`src/rtl/serial_adder_pkg.sv`:
```
// Shared definitions for the bit-serial adder/subtractor: FSM encodings and
// the legal operand-width range.
package serial_adder_pkg;

  localparam logic [0:0] ST_IDLE = 1'b0;
  localparam logic [0:0] ST_RUN  = 1'b1;

  localparam int WIDTH_MIN = 2;
  localparam int WIDTH_MAX = 32;

  function automatic bit width_ok(input int w);
    return (w >= WIDTH_MIN) && (w <= WIDTH_MAX);
  endfunction

endpackage

```
`src/rtl/serial_adder_if.sv`:
```
// Request/result bundle for serial_adder.
// The requester drives the operands and start; the adder returns the status and the result.
interface serial_adder_if #(parameter int WIDTH = 8);
  logic             start;
  logic             sub;
  logic             cin;
  logic [WIDTH-1:0] a;
  logic [WIDTH-1:0] b;
  logic             busy;
  logic             done;
  logic [WIDTH-1:0] s;
  logic             cout;
  logic             ovf;

  modport master (output start, sub, cin, a, b,
                  input  busy, done, s, cout, ovf);
  modport slave  (input  start, sub, cin, a, b,
                  output busy, done, s, cout, ovf);
endinterface

```
`src/rtl/serial_adder_fa.sv`:
```
// One-bit full adder built from two half adders.
// Used as the single arithmetic slice of serial_adder.
module half_adder (
  input  logic i_a,
  input  logic i_b,
  output logic o_s,
  output logic o_c
);
  assign o_s = i_a ^ i_b;
  assign o_c = i_a & i_b;
endmodule

module full_adder (
  input  logic i_a,
  input  logic i_b,
  input  logic i_cin,
  output logic o_s,
  output logic o_cout
);
  logic w_s1, w_c1, w_c2;

  half_adder u_ha0 (.i_a(i_a),  .i_b(i_b),   .o_s(w_s1), .o_c(w_c1));
  half_adder u_ha1 (.i_a(w_s1), .i_b(i_cin), .o_s(o_s),  .o_c(w_c2));

  assign o_cout = w_c1 | w_c2;
endmodule

```
`src/rtl/serial_adder.sv`:
```
// Bit-serial WIDTH-bit adder/subtractor, LSB first, one bit per clock.
// The outputs are updated only on the completion edge, so no partial sums are ever visible.
module serial_adder
  import serial_adder_pkg::*;
#(
  parameter int WIDTH = 8
) (
  input  logic           i_clk,
  input  logic           i_rst_n,
  serial_adder_if.slave  bus
);
  localparam int CW = $clog2(WIDTH);

  generate
    if (!width_ok(WIDTH)) begin : g_bad_width
      $error("serial_adder: WIDTH out of legal range 2..32");
    end
  endgenerate

  logic [0:0]       r_state;
  logic [CW-1:0]    r_cnt;
  logic [WIDTH-1:0] r_a;
  logic [WIDTH-1:0] r_b;
  logic [WIDTH-1:0] r_acc;
  logic [WIDTH-1:0] r_s;
  logic             r_carry;
  logic             r_done;
  logic             r_cout;
  logic             r_ovf;

  logic w_sum;
  logic w_co;
  logic w_last;

  full_adder u_fa (
    .i_a    (r_a[0]),
    .i_b    (r_b[0]),
    .i_cin  (r_carry),
    .o_s    (w_sum),
    .o_cout (w_co)
  );

  assign w_last = (r_cnt == CW'(WIDTH - 1));

  always_ff @(posedge i_clk or negedge i_rst_n) begin
    if (!i_rst_n) begin
      r_state <= ST_IDLE;
      r_cnt   <= '0;
      r_a     <= '0;
      r_b     <= '0;
      r_acc   <= '0;
      r_s     <= '0;
      r_carry <= 1'b0;
      r_done  <= 1'b0;
      r_cout  <= 1'b0;
      r_ovf   <= 1'b0;
    end else begin
      r_done <= 1'b0;
      if (r_state == ST_IDLE) begin
        if (bus.start) begin
          // Subtraction is A + ~B + 1: invert B at capture and force the carry-in.
          r_state <= ST_RUN;
          r_a     <= bus.a;
          r_b     <= bus.sub ? ~bus.b : bus.b;
          r_carry <= bus.sub ? 1'b1 : bus.cin;
          r_cnt   <= '0;
        end
      end else begin
        r_a     <= r_a >> 1;
        r_b     <= r_b >> 1;
        r_acc   <= {w_sum, r_acc[WIDTH-1:1]};
        r_carry <= w_co;
        r_cnt   <= r_cnt + CW'(1);
        if (w_last) begin
          // r_carry still holds the carry into the MSB on this edge.
          r_state <= ST_IDLE;
          r_cnt   <= '0;
          r_s     <= {w_sum, r_acc[WIDTH-1:1]};
          r_cout  <= w_co;
          r_ovf   <= r_carry ^ w_co;
          r_done  <= 1'b1;
        end
      end
    end
  end

  assign bus.busy = (r_state == ST_RUN);
  assign bus.done = r_done;
  assign bus.s    = r_s;
  assign bus.cout = r_cout;
  assign bus.ovf  = r_ovf;

endmodule

```
`src/flat_wrapper.sv`:
```
// flat-port wrapper written by rule: the top's interface ports become plain ports
module serial_adder_flat import serial_adder_pkg::*;
#(
  parameter int WIDTH = 8
)
  (i_clk, i_rst_n, bus_start, bus_sub, bus_cin, bus_a, bus_b, bus_busy, bus_done, bus_s, bus_cout, bus_ovf);
  serial_adder_if #(.WIDTH(WIDTH)) bus_i ();
  input  logic i_clk;
  input  logic i_rst_n;
  input wire logic [$bits(bus_i.start)-1:0] bus_start;
  input wire logic [$bits(bus_i.sub)-1:0] bus_sub;
  input wire logic [$bits(bus_i.cin)-1:0] bus_cin;
  input wire logic [$bits(bus_i.a)-1:0] bus_a;
  input wire logic [$bits(bus_i.b)-1:0] bus_b;
  output wire logic [$bits(bus_i.busy)-1:0] bus_busy;
  output wire logic [$bits(bus_i.done)-1:0] bus_done;
  output wire logic [$bits(bus_i.s)-1:0] bus_s;
  output wire logic [$bits(bus_i.cout)-1:0] bus_cout;
  output wire logic [$bits(bus_i.ovf)-1:0] bus_ovf;
  assign bus_i.start = bus_start;
  assign bus_i.sub = bus_sub;
  assign bus_i.cin = bus_cin;
  assign bus_i.a = bus_a;
  assign bus_i.b = bus_b;
  assign bus_busy = bus_i.busy;
  assign bus_done = bus_i.done;
  assign bus_s = bus_i.s;
  assign bus_cout = bus_i.cout;
  assign bus_ovf = bus_i.ovf;
  serial_adder #(.WIDTH(WIDTH)) u_core (.i_clk(i_clk), .i_rst_n(i_rst_n), .bus(bus_i));
endmodule
```
`config.mk`:
```
export PLATFORM = sky130hd
export DESIGN_NAME = serial_adder_flat
export DESIGN_NICKNAME = d
export VERILOG_FILES = /design/src/rtl/serial_adder_pkg.sv /design/src/rtl/serial_adder_if.sv /design/src/rtl/serial_adder_fa.sv /design/src/rtl/serial_adder.sv /design/src/flat_wrapper.sv
export SDC_FILE = /design/constraint.sdc
export NUM_CORES = 1
export LEC_CHECK = 0
export ABC_AREA = 1
export BUFFER_PORTS_ARGS = -buffer_cell sky130_fd_sc_hd__clkbuf_2
export CORE_MARGIN = 2
export CORE_UTILIZATION = 45
export CTS_CLUSTER_DIAMETER = 80
export DETAILED_ROUTE_END_ITERATION = 10
export GPL_ROUTABILITY_DRIVEN = 0
export PLACE_DENSITY_LB_ADDON = 0.3
export SYNTH_ARGS = -nofsm -noshare
export SYNTH_HDL_FRONTEND = slang
export SYNTH_SLANG_ARGS = --single-unit
export TNS_END_PERCENT = 5
```
`constraint.sdc`:
```
create_clock -name i_clk -period 1.3 [get_ports i_clk]
set_input_delay 0.26 -clock i_clk [delete_from_list [all_inputs] [get_ports i_clk]]
set_output_delay 0.26 -clock i_clk [all_outputs]
set_load 0.005 [all_outputs]
```
==> run_results.csv, run 1 <==
group,metric,value,unit
setup_path,crit_family,"flip-flops",
route,dr.first_iter.drc_count,60,
setup_path,cp-start-kind,"flop",
global_routing,grt_pass1_vias,1289,
global_routing,grt-busiest-layer,"met2",
setup_path,cp.depth,2,
route,drcViolationCount,0,
layout,drive_above_1_share,0.255,
logic_synthesis,syn_inst,215,
setup_path,crit_chain,"buf_12, buf_6",
floorplanning,core-area,0.00397,sq mm
route,routed_wl,3290,um
global_routing,grt_max_degree,27,
route,firstDrtPassIters,4,
power,p_per_area,2080,mW/mm^2
global_routing,grt_use_total,0.161,
place,port_buffers,32,
logic_synthesis,yosys-top-cells-area,"dfrtp_1, nand2_1, inv_1, nand3_1, o21ai_2",
hold_path,hold_path.class,"input port to flop",
clock_tree,clk_pin_slew,0.07,ns
setup_path,cp.arrival,1.00,ns
global_routing,antenna_found_initial,0,
floorplanning,initial_core_util,0.464,
clock_tree,cts_tree,"built",
route,routedWlPerCell,10.7,um
route,ant_nets,0,
layout,layout_commonest_cell,"nand2_1",
logic_synthesis,synth.distinct_cells,19,
logic_synthesis,yosysTopAreaCell,"dfrtp_1",
timing,setup_violations,0,
timing,period_needed,1.26,ns
clock_tree,cts_made_buffers,5,
setup_path,required,1.04,ns
logic_synthesis,syn_area_per_cell,8.57,sq um
setup_path,rr_worst_depth,5,
hold_path,holdPathStages,3,
timing,rsz0062_at_grt,"no",
timing,timing.fmax,796,MHz
timing,slew_viol_final,0,
setup_path,crit_path_end_kind,"output pin",
timing,hold_viol,0,
power,p_leak,1.28,nW
global_routing,use_met1,0.198,
setup_path,path_buf_inv,2,
floorplanning,io_pins,33,
global_routing,use_met2,0.260,
setup_path,max_stage_delay,0.41,ns
logic_synthesis,yosys_register_bits,39,
floorplanning,die_w,68.0,um
timing,finalSetupTns,0,ns
run_status,outcome,"finished, final reports clean",
setup_path,crit_slowest_cell,"dfrtp_1",
route,avgViaCountPerCell,4.59,
layout,diodes,0,
floorplanning,chipHeight,68.0,um
timing,relSlewSlack,0.743,
setup_path,path_max_fanout,22,
clock_tree,cts.sinks,39,
floorplanning,rows,23,
layout,finalNetCount,283,
job,maxCapViolCount,0,
logic_synthesis,syn_nets,240,
setup_path,crit_type,"flop to output pin",
global_routing,grt_pass1_wl,5530,um
clock_tree,clockRootBuffer,"clkbuf_8",
layout,area_delta_synth_final,22.6,%
global_routing,grtUsageMet3,0.0444,
clock_tree,clock_path_buffers,2,
logic_synthesis,syn-cell-area,0.00184,sq mm
logic_synthesis,synth_warnings,0,
clock_tree,h-tree-depth,2,
logic_synthesis,yosysSeqAreaShare,0.530,
clock_tree,clock_latency,0.29,ns
place,dp_hpwl,2200,um
global_routing,grt-ovfl-total,0,
timing,tightest_slew,0.385,ns
logic_synthesis,synth.top_cell.area_share,0.530,
route,via_count,1418,
timing,period_share,0.966,
power,ir_drop,0.879,mV
layout,final_cell_mix,"nand2_1, dfrtp_1, clkbuf_2, inv_1, nand3_1",
layout,fin_util,0.569,
floorplanning,dieArea,0.00462,sq mm
timing,fin_skew,0.00650,ns
## per-layer routing
metal | wire length [um] | share of wire
met1 | 1560 | 0.47
met2 | 1520 | 0.46
met3 | 155 | 0.047
met4 | 61 | 0.019
met5 | 0 | 0
## repair_timing
action / in CTS / in global routing
gates resized for setup: 0 / 4
setup buffers: 0 / 3
setup endpoints to repair: 0 / 11
endpoints found under the hold margin: 13 / 0
hold buffers: 1 / 0
## tightest hold or removal path: stages
cell	delay [ns]
clkbuf_2	0.07
nand2_1	0.04
nand2_1	0.04
## cells in the mapped netlist
| library cell | instances |
|---|---|
| o21ai_2 | 8 |
| nand3_1 | 18 |
| buf_6 | 6 |
| dfrtp_1 | 39 |
| nor2_8 | 1 |
| nand2_1 | 89 |
| inv_2 | 1 |
| inv_1 | 27 |
| o21ai_0 | 7 |
| fa_1 | 1 |
| ha_1 | 3 |
| nor2_4 | 1 |
| nand2_4 | 1 |
| buf_4 | 1 |
| buf_2 | 2 |
| a21oi_1 | 7 |
| nor2_1 | 1 |
| o21ai_1 | 1 |
| clkinv_1 | 1 |
## kinds of logic (layout without fill, tap and decap cells)
| family | Yosys count | after routing | synth area share |
|---|---|---|---|
| AND/OR/NAND/NOR | 111 | 111 | 0.255 |
| flip-flops | 39 | 39 | 0.530 |
| buffers and inverters | 38 | 82 | 0.105 |
| AO/OA/AOI/OAI | 23 | 23 | 0.0787 |
| adder cells (fa/ha/maj) | 4 | 4 | 0.0312 |
## per-stage QoR
step / instance area, sq um / cells / setup slack (ns) / hold WS, ns / total power, mW
floorplan: 1840 / 215 / 0.0800 / -0.0356 / 3.19
global placement: 2090 / 296 / 0.0387 / 0.194 / 3.67
detailed placement: 2090 / 296 / 0.0385 / 0.193 / 3.74
CTS: 2200 / 305 / 0.0223 / 0.157 / 4.63
global route: 2260 / 309 / 0.00426 / 0.169 / 5.14
finish: 2260 / 309 / 0.0442 / 0.163 / 4.69
## worst paths after layout
check	endpoint	startpoint	slack [ns]
worst max-delay path	bus_busy	u_core.bus.busy	0.04
worst max register to register	u_core.bus.s[2]	u_core.r_cnt[0]	0.06
min in group asynchronous	u_core.bus.s[3]	i_rst_n	0.42
worst min register to register	u_core.r_b[6]	u_core.r_b[6]	0.48
max in group asynchronous	u_core.r_b[5]	i_rst_n	0.41
worst min-delay path	u_core.r_a[7]	bus_a[7]	0.16
## report_power, final
part           internal (mW)  switching, mW  total [mW]
combinational          0.859          0.982        1.84
clock                  0.484          0.394       0.878
sequential              1.70          0.270        1.97
total                   3.04           1.65        4.69
## registers in the layout, summed over array words and instances, names as in the netlist
register,count
u_core.bus.busy,1
u_core.bus.cout,1
u_core.bus.done,1
u_core.bus.ovf,1
u_core.bus.s,8
u_core.r_a,8
u_core.r_acc,7
u_core.r_b,8
u_core.r_carry,1
u_core.r_cnt,3
## layout make-up
type                            instances  area, sq um
Multi-Input combinational cell        138          678
Timing Repair Buffer                   45          334
Inverter                               29          109
Tap cell                               50         62.6
Sequential cell                        39          976
Fill cell                             372         1710
Clock buffer                            8          100
No activity file was read; power rests on OpenSTA's default activity.
==> inputs of run 2 (changes only) <==
BUFFER_PORTS_ARGS = default   (was -buffer_cell sky130_fd_sc_hd__clkbuf_2)
DONT_BUFFER_PORTS = 1   (was default)
==> run 2 against run 1 <==
Combinational power shrank 13%. Global-route usage decreased by 0.38 points. Non-clock buffer count decreased by 35. Critical path depth grew 4. Die area unchanged. First-iteration DRC count increased by 52%. Flip-flop and latch count is the same. Power is 4.5% lower. Via count decreased by 8.5%. Critical path type is now flop to flop. Cell area shrank 8.6%. Final cell count decreased by 11%. Clock skew decreased by 0.0019 ns.
==> run_results.csv, run 2 (synthesis gave the netlist of run 1 again) <==
group,metric,value,unit
place,port_buffers,0,
route,ant_nets,0,
route,routed_wl,3160,um
clock_tree,clk_pin_slew,0.07,ns
hold_path,hold_path_end,"u_core.r_a[7]",
setup_path,crit_path_start,"u_core.r_cnt[0]",
global_routing,grt_pass1_vias,1277,
timing,period_share,0.943,
timing,holdWs,0.0862,ns
timing,slew_viol_final,0,
job,maxCapViolCount,0,
floorplanning,io_pins,33,
layout,drive_above_1_share,0.134,
timing,finalSetupTns,0,ns
power,ir_drop,0.912,mV
setup_path,worstReg2RegStart,"u_core.r_cnt[0]",
setup_path,crit_type,"flop to flop",
setup_path,crit_path_end_kind,"flop",
timing,hold_viol,0,
setup_path,cp-start-kind,"flop",
clock_tree,cts_made_buffers,5,
floorplanning,initial_core_util,0.464,
route,drcViolationCount,0,
clock_tree,cts.sinks,39,
floorplanning,rows,23,
clock_tree,h-tree-depth,2,
clock_tree,clock_path_buffers,2,
floorplanning,dieArea,0.00462,sq mm
layout,fin_util,0.520,
timing,fin_skew,0.00461,ns
setup_path,rr_worst_depth,6,
timing,relSlewSlack,0.835,
route,dr.first_iter.drc_count,91,
global_routing,grt_pass1_wl,5340,um
power,p_per_area,2170,mW/mm^2
global_routing,grt_use_total,0.158,
timing,rsz0062_at_grt,"no",
setup_path,cp.arrival,1.40,ns
layout,diodes,0,
setup_path,r2r-end,"u_core.bus.ovf",
route,routedWlPerCell,11.5,um
route,avgViaCountPerCell,4.74,
global_routing,grt_max_degree,40,
layout,final_cell_mix,"nand2_1, dfrtp_1, inv_1, nand3_1, o21ai_2",
setup_path,path_max_fanout,5,
floorplanning,chipHeight,68.0,um
power,p_leak,1.13,nW
power,sw_frac_of_total,0.356,
run_status,outcome,"finished, final reports clean",
place,dpl_worst_slack,0.0209,ns
place,dp_hpwl,2170,um
global_routing,antenna_found_initial,0,
layout,area_delta_synth_final,12.1,%
floorplanning,core-area,0.00397,sq mm
layout,finalNetCount,248,
timing,timing.fmax,816,MHz
global_routing,grt-ovfl-total,0,
setup_path,required,1.48,ns
route,firstDrtPassIters,4,
power,p_int,2.89,mW
global_routing,grtUsageMet3,0.0461,
timing,setup_violations,0,
clock_tree,clockRootBuffer,"clkbuf_8",
power,p_clk_frac,0.196,
layout,layout_commonest_cell,"nand2_1",
floorplanning,die_w,68.0,um
power,power_frac_seq,0.447,
timing,layout_setup_ws,0.0745,ns
global_routing,grt-busiest-layer,"met2",
clock_tree,clock_latency,0.28,ns
hold_path,min-delay-start,"bus_a[7]",
global_routing,use_met1,0.182,
route,via_count,1298,
power,totalPowerFinal,4.48,mW
clock_tree,cts_tree,"built",
timing,tightest_slew,0.246,ns
hold_path,hold_path.class,"input port to flop",
setup_path,reg2reg_slack,0.07,ns
power,p_comb_frac,0.358,
timing,period_needed,1.23,ns
hold_path,holdPathStages,2,
power,power_switching,1.59,mW
global_routing,use_met2,0.265,
-- run 2: cell count changes in the layout (fill, tap and decap cells not counted) --
cell / change
inv_2: -1
buf_12: +1
buf_4: -3
inv_1: +1
clkbuf_2: -31
buf_6: -1
clkbuf_16: -1
-- run 2: power by group through the flow --
stage	sequential, mW	clock, mW	combinational [mW]
after CTS	2.00	0.907	1.63
after global routing	2.08	0.956	1.84
after global placement	2.01	0	1.54
after floorplan	1.95	0	1.24
final	2.00	0.876	1.60
after detailed placement	2.03	0	1.59
-- run 2: final cells by class --
type	instances	area [sq um]
clock buffers	8	100
fillers	388	1910
well taps	50	62.6
repair buffers	10	140
flip-flops and latches	39	976
inverters	29	109
multi-input cells	138	678
-- run 2: worst max-delay path, stage by stage (launching register included) --
cell	delay (ns)
dfrtp_1	0.40
ha_1	0.22
ha_2	0.19
nand2_4	0.10
inv_1	0.09
nand3_1	0.08
nand2_1	0.05
-- run 2: stage by stage --
stage	cell area, sq um	std cells
6_report	2070	274
5_1_grt	2070	274
4_1_cts	2050	273
3_5_place_dp	1920	263
3_3_place_gp	1920	263
2_1_floorplan	1840	215
-- run 2: metal layers --
metal	share of wire	routed length, um	vias up
met1	0.46	1440	595
met4	0.013	40	0
met3	0.061	192	4
li1	-	-	668
met2	0.47	1490	31
met5	0	0	-
-- run 2: how the worst max path moves through the flow --
stage | end | slack [ns] | depth (start not counted)
after global placement | u_core.bus.cout | 0.07 | 6
after global routing | u_core.bus.s[7] | 0.02 | 6
final | u_core.bus.ovf | 0.07 | 6
after floorplan | u_core.bus.ovf | 0.08 | 6
after detailed placement | u_core.bus.ovf | 0.02 | 6
after CTS | u_core.bus.ovf | 0.01 | 6
-- run 2: timing repair --
action,in CTS,in global routing
setup endpoints to repair,0,10
hold endpoints to repair,39,0
buffers inserted,0,1
resized for setup,0,2
hold buffers,2,0
